**src/rtl/jiajian_seq.sv**
```systemverilog
// jiajian_seq: add / subtract / accumulate / clear unit with a 2-entry result FIFO.
//
// Ports:
//   clk, rst          clock, synchronous active-high reset
//   in_valid/in_ready operation handshake; a, b, sl are sampled on accept
//   a, b [W-1:0]      unsigned operands
//   sl [1:0]          opcode: 00 add, 11 subtract, 01 accumulate, 10 clear acc
//   out_valid/out_ready result handshake
//   c [W:0], flag     head-of-FIFO result and its carry/borrow/saturation bit
//
// Handshake: a transfer happens on a rising edge where valid and ready are
// both 1. in_ready depends only on the registered FIFO count (and rst), never
// on out_ready. out_valid, c and flag come straight from registers and stay
// stable while out_valid & ~out_ready.
module jiajian_seq #(
  parameter int W   = 6,
  parameter bit SAT = 1'b0
) (
  input  logic         clk,
  input  logic         rst,
  input  logic         in_valid,
  output logic         in_ready,
  input  logic [W-1:0] a,
  input  logic [W-1:0] b,
  input  logic [1:0]   sl,
  output logic         out_valid,
  input  logic         out_ready,
  output logic [W:0]   c,
  output logic         flag
);

  localparam logic [1:0] OP_ADD = 2'b00;
  localparam logic [1:0] OP_ACC = 2'b01;
  localparam logic [1:0] OP_CLR = 2'b10;
  localparam logic [1:0] OP_SUB = 2'b11;

  logic [1:0]   count;
  logic [W:0]   acc;
  // Entry 0 is always the head; entry 1 is only meaningful when count == 2.
  logic [W:0]   e0_c, e1_c;
  logic         e0_f, e1_f;

  logic         accept, pop;
  logic [W:0]   res_c;
  logic         res_f;
  logic [W:0]   acc_nxt;
  logic [W+1:0] acc_wide;

  assign in_ready  = (count != 2'd2) & ~rst;
  assign out_valid = (count != 2'd0);
  assign c         = e0_c;
  assign flag      = e0_f;
  assign accept    = in_valid & in_ready;
  assign pop       = out_valid & out_ready;

  // Result of the offered operation and the accumulator value it would leave.
  always_comb begin
    res_c    = '0;
    res_f    = 1'b0;
    acc_nxt  = acc;
    acc_wide = {1'b0, acc} + {2'b00, a};
    case (sl)
      OP_ADD: begin
        res_c = {1'b0, a} + {1'b0, b};
        res_f = 1'b0;
      end
      OP_SUB: begin
        res_c = {1'b0, a} - {1'b0, b};
        res_f = (a < b);
      end
      OP_ACC: begin
        if (SAT) begin
          // Any carry into bit W+1 means the true sum exceeds the W+1-bit range.
          acc_nxt = acc_wide[W+1] ? {(W+1){1'b1}} : acc_wide[W:0];
          res_f   = acc_wide[W+1];
        end else begin
          acc_nxt = acc_wide[W:0];
          res_f   = acc_wide[W+1];
        end
        res_c = acc_nxt;
      end
      OP_CLR: begin
        acc_nxt = '0;
        res_c   = '0;
        res_f   = 1'b0;
      end
      default: begin
        res_c = '0;
        res_f = 1'b0;
      end
    endcase
  end

  always_ff @(posedge clk) begin
    if (rst) begin
      count <= 2'd0;
      acc   <= '0;
      e0_c  <= '0;
      e0_f  <= 1'b0;
      e1_c  <= '0;
      e1_f  <= 1'b0;
    end else begin
      // acc_nxt equals acc for add/subtract, so acc only moves on 01/10.
      if (accept) acc <= acc_nxt;

      case ({accept, pop})
        2'b10: begin
          count <= count + 2'd1;
          if (count == 2'd0) begin
            e0_c <= res_c;
            e0_f <= res_f;
          end else begin
            e1_c <= res_c;
            e1_f <= res_f;
          end
        end
        2'b01: begin
          count <= count - 2'd1;
          e0_c  <= e1_c;
          e0_f  <= e1_f;
          e1_c  <= '0;
          e1_f  <= 1'b0;
        end
        2'b11: begin
          // Accept needs count < 2 and pop needs count > 0, so count is 1:
          // the new result replaces the departing head.
          e0_c <= res_c;
          e0_f <= res_f;
        end
        default: begin
        end
      endcase
    end
  end

endmodule

```
**config.mk**
```make
export PLATFORM = sky130hd
export DESIGN_NAME = jiajian_seq
export DESIGN_NICKNAME = d
export VERILOG_FILES = /design/src/rtl/jiajian_seq.sv
export SDC_FILE = /design/constraint.sdc
export NUM_CORES = 1
export LEC_CHECK = 0
export CAP_MARGIN = 20
export CORE_ASPECT_RATIO = 0.7
export CORE_MARGIN = 8
export CORE_UTILIZATION = 50
export DETAILED_ROUTE_END_ITERATION = 12
export PLACE_DENSITY = 0.76
export RECOVER_POWER = 100
export SYNTH_ARGS = -nofsm -noshare
export SYNTH_HDL_FRONTEND = slang
export SYNTH_SLANG_ARGS = --single-unit
```
**constraint.sdc**
```tcl
create_clock -name clk -period 2.49 [get_ports clk]
set_clock_uncertainty 0.2 [all_clocks]
set_input_delay 0.498 -clock clk [delete_from_list [all_inputs] [get_ports clk]]
set_output_delay 0.498 -clock clk [all_outputs]
set_load 0.02 [all_outputs]
```
==> flow_summary.yaml <==
outcome:
  status: "complete, but fails checks"
  violations: "negative setup slack"
worst_setup_path:
  cp.required_ns: 2.48
  worstPathMaxFanout: 4
  end_kind: "flop"
  rr_startpoint: "acc[0]"
  cp.arrival_ns: 2.49
  r2r-end: "c[6]"
  reg2reg_depth: 9
  start_kind: "input port"
  crit_type: "input port to flop"
  reg2reg_slack_ns: 0.03
clock_network:
  worstSkewPairLatency_ns: 0.27
  cts_hold_buf: 0
  cts.sinks: 25
  htreeDepth: 1
  cts-root-buf: "clkbuf_8"
  cts_tree: "built"
  numCtsBuffers: 3
  clkSlewWorstSetupHoldPaths_ns: 0.09
  clk_path_buf_depth: 2
min_path:
  whs_path_depth: 2
  min_from: "e1_c[4]"
  holdPathEnd: "e1_c[4]"
  hold_path.class: "flop to flop"
job:
  drv_cap: 0
sta:
  slew_headroom: 0.6738
  rsz0062_at_grt: "true"
  setup_viol: 1
  worst_slack_ns: -0.008610
  slew_violations: 0
  hold_viol: 0
  tns_ns: -0.008610
  fmax_ghz: 0.4002
  min_period_ns: 2.499
  finalCritPeriodShare: 1.003
  worst_pin_slew_ns: 0.4892
detailed_routing:
  drt_iter0_drc: 158
  num_vias: 2253
  wire_per_inst_um: 16.07
  ant_nets: 0
  wl_um: 6510
  via_per_inst: 5.563
  route.detailed.drc: 0
  drt_first_pass_iters: 4
logic_synthesis:
  synth_cell_types: 59
  synthCells: 266
  syn_area_um2: 2193
  synth_compound_area_frac: 0.2407
  synth_area_leader_cell: "dfxtp_1"
  ys_ff_latch: 25
  synth_xor_area_frac: 0.01997
  synth-async-reset-ratio: 0
  ys_seq_area_frac: 0.2282
  synth_area_leaders: "dfxtp_1 23%, ha_1 14%, nor2_1 4.8%, inv_1 3.9%, a21oi_1 3.2%"
  synthTopCellsByCount: "28 x nor2_1, 25 x dfxtp_1, 24 x ha_1"
  syn-num-nets: 311
  yosysWarnings: 0
  yosysMostFrequentCell: "nor2_1"
  syn_area_per_cell_um2: 8.246
  synth_mux_area_frac: 0.03822
  ys.flop_type: "dfxtp_1"
  synth_edf_count: 0
  yosys.area_share.simple: 0.2145
  synth_top_family_by_area: "compound AO/OA/AOI/OAI gates"
  synth_top_area_share: 0.2282
  synthAdderAreaFrac: 0.1643
final_layout:
  diodes: 0
  finalInstanceArea_um2: 3137
  area_growth_pct: 43.01
  fin_cells: 405
  final-seq-area_um2: 501.7
  final_util: 0.7330
  nFillCells: 312
  layout-drive-gt1-share: 0.3400
  finalNetCount: 396
  multi_input_area_um2: 1698
placement:
  pre_cts_slack_ns: -0.5894
  place_inst: 395
  dpl-instance-area_um2: 2883
  dp.final_hpwl_um: 4779
  port_buffers: 27
  gp_congestion: 0.9151
floorplanning:
  placementRows: 20
  die-height_um: 71.42
  initial_core_util: 0.5126
  die_w_um: 95.16
  io-pin-count: 28
  die-area_um2: 6796
  design.core.area_um2: 4279
power_and_ir_drop:
  powerDensity_nw_per_um2: 545.3
  power.share.clock: 0.142
  internal_power_mw: 1.047
  vdd_drop_max_uv: 365.4
  power_leakage_nw: 1.358
  p_sw_mw: 0.6633
  p_sw_frac: 0.3877
  comb_power_share: 0.549
  power_frac_seq: 0.309
global_route:
  antenna_found_initial: 0
  grt_pass1_vias: 2030
  grt_max_degree: 26
  grtUsageTotal: 0.1865
  grt_pass1_wl_um: 9998
  overflow: 0
[flip-flops by register name, indices dropped and copies added, names as in the netlist]
| name | cells |
|---|---|
| acc | 7 |
| c | 7 |
| count | 2 |
| e1_c | 7 |
| e1_f | 1 |
| flag | 1 |
[cell families after synthesis]
| logic type | Yosys count |
|---|---|
| simple gates | 90 |
| compound gates | 74 |
| buf+inv | 37 |
| fa+ha+maj | 27 |
| flops | 25 |
| mux | 8 |
| xor+xnor | 5 |
[worst max-delay path by stage]
| stage | from | to | cells past startpoint |
|---|---|---|---|
| floorplan | a[0] | c[6] | 9 |
| global placement | a[0] | c[6] | 10 |
| detailed placement | a[0] | c[6] | 10 |
| CTS | a[0] | c[6] | 10 |
| global route | a[3] | e1_c[6] | 9 |
| finish | a[3] | c[6] | 8 |
[power by group through the flow]
stage	Combinational (mW)	Sequential, mW	Clock [mW]
after floorplan	0.489	0.581	0
after detailed placement	0.900	0.537	0
final	0.940	0.528	0.243
after global routing	1.02	0.537	0.262
after CTS	0.939	0.529	0.248
after global placement	0.880	0.533	0
[through the flow]
step | hold WS (ns) | power [mW]
finish | 0.2545 | 1.711
global route | 0.2848 | 1.815
CTS | 0.2514 | 1.716
detailed placement | 0.2405 | 1.438
global placement | 0.2418 | 1.414
floorplan | 0.2267 | 1.070
[worst max-delay path, stage by stage]
cell	delay, ns
clkdlybuf4s15_1	0.33
ha_4	0.33
o21a_1	0.18
o31a_1	0.15
or4_4	0.49
nand4_1	0.15
nand3b_1	0.11
a311oi_2	0.25
[cell type report]
type,count,share of cell area
Sequential cell,25,0.1600
Tap cell,55,0.02194
Timing Repair Buffer,94,0.2349
Clock buffer,4,0.01436
Multi-Input combinational cell,204,0.5413
Inverter,23,0.02752
[cells in the final DEF, fill, tap and decap left out, types with 4 or more instances in the layout]
cell type	n
ha_2	5
nand2_1	18
nor2b_1	7
ha_4	9
dlygate4sd2_1	8
nand3b_1	6
inv_2	6
nand2b_1	4
nor2_1	27
dfxtp_1	24
ha_1	10
o21a_1	4
a211oi_1	5
clkdlybuf4s50_1	5
nor3_1	8
clkbuf_1	4
a21oi_1	13
dlygate4sd3_1	9
o21ai_0	12
buf_4	62
mux2i_1	5
inv_1	17
[metal layers]
| metal | up-vias | wire (um) | global-route usage |
|---|---|---|---|
| li1 | 1121 | - | - |
| met1 | 1049 | 3200 | 0.2621 |
| met2 | 71 | 2803 | 0.2743 |
| met3 | 12 | 412 | 0.04280 |
| met4 | 0 | 93 | 0.05172 |
| met5 | - | 0 | 0 |
[timing repair]
item                                    4_1_cts  5_1_grt
endpoints found under the setup margin       15       11
resized for setup                            38       29
gates cloned                                  0        0
buffers inserted                              4        2
pin swaps                                    16       16
(Power assumes the default switching activity.)
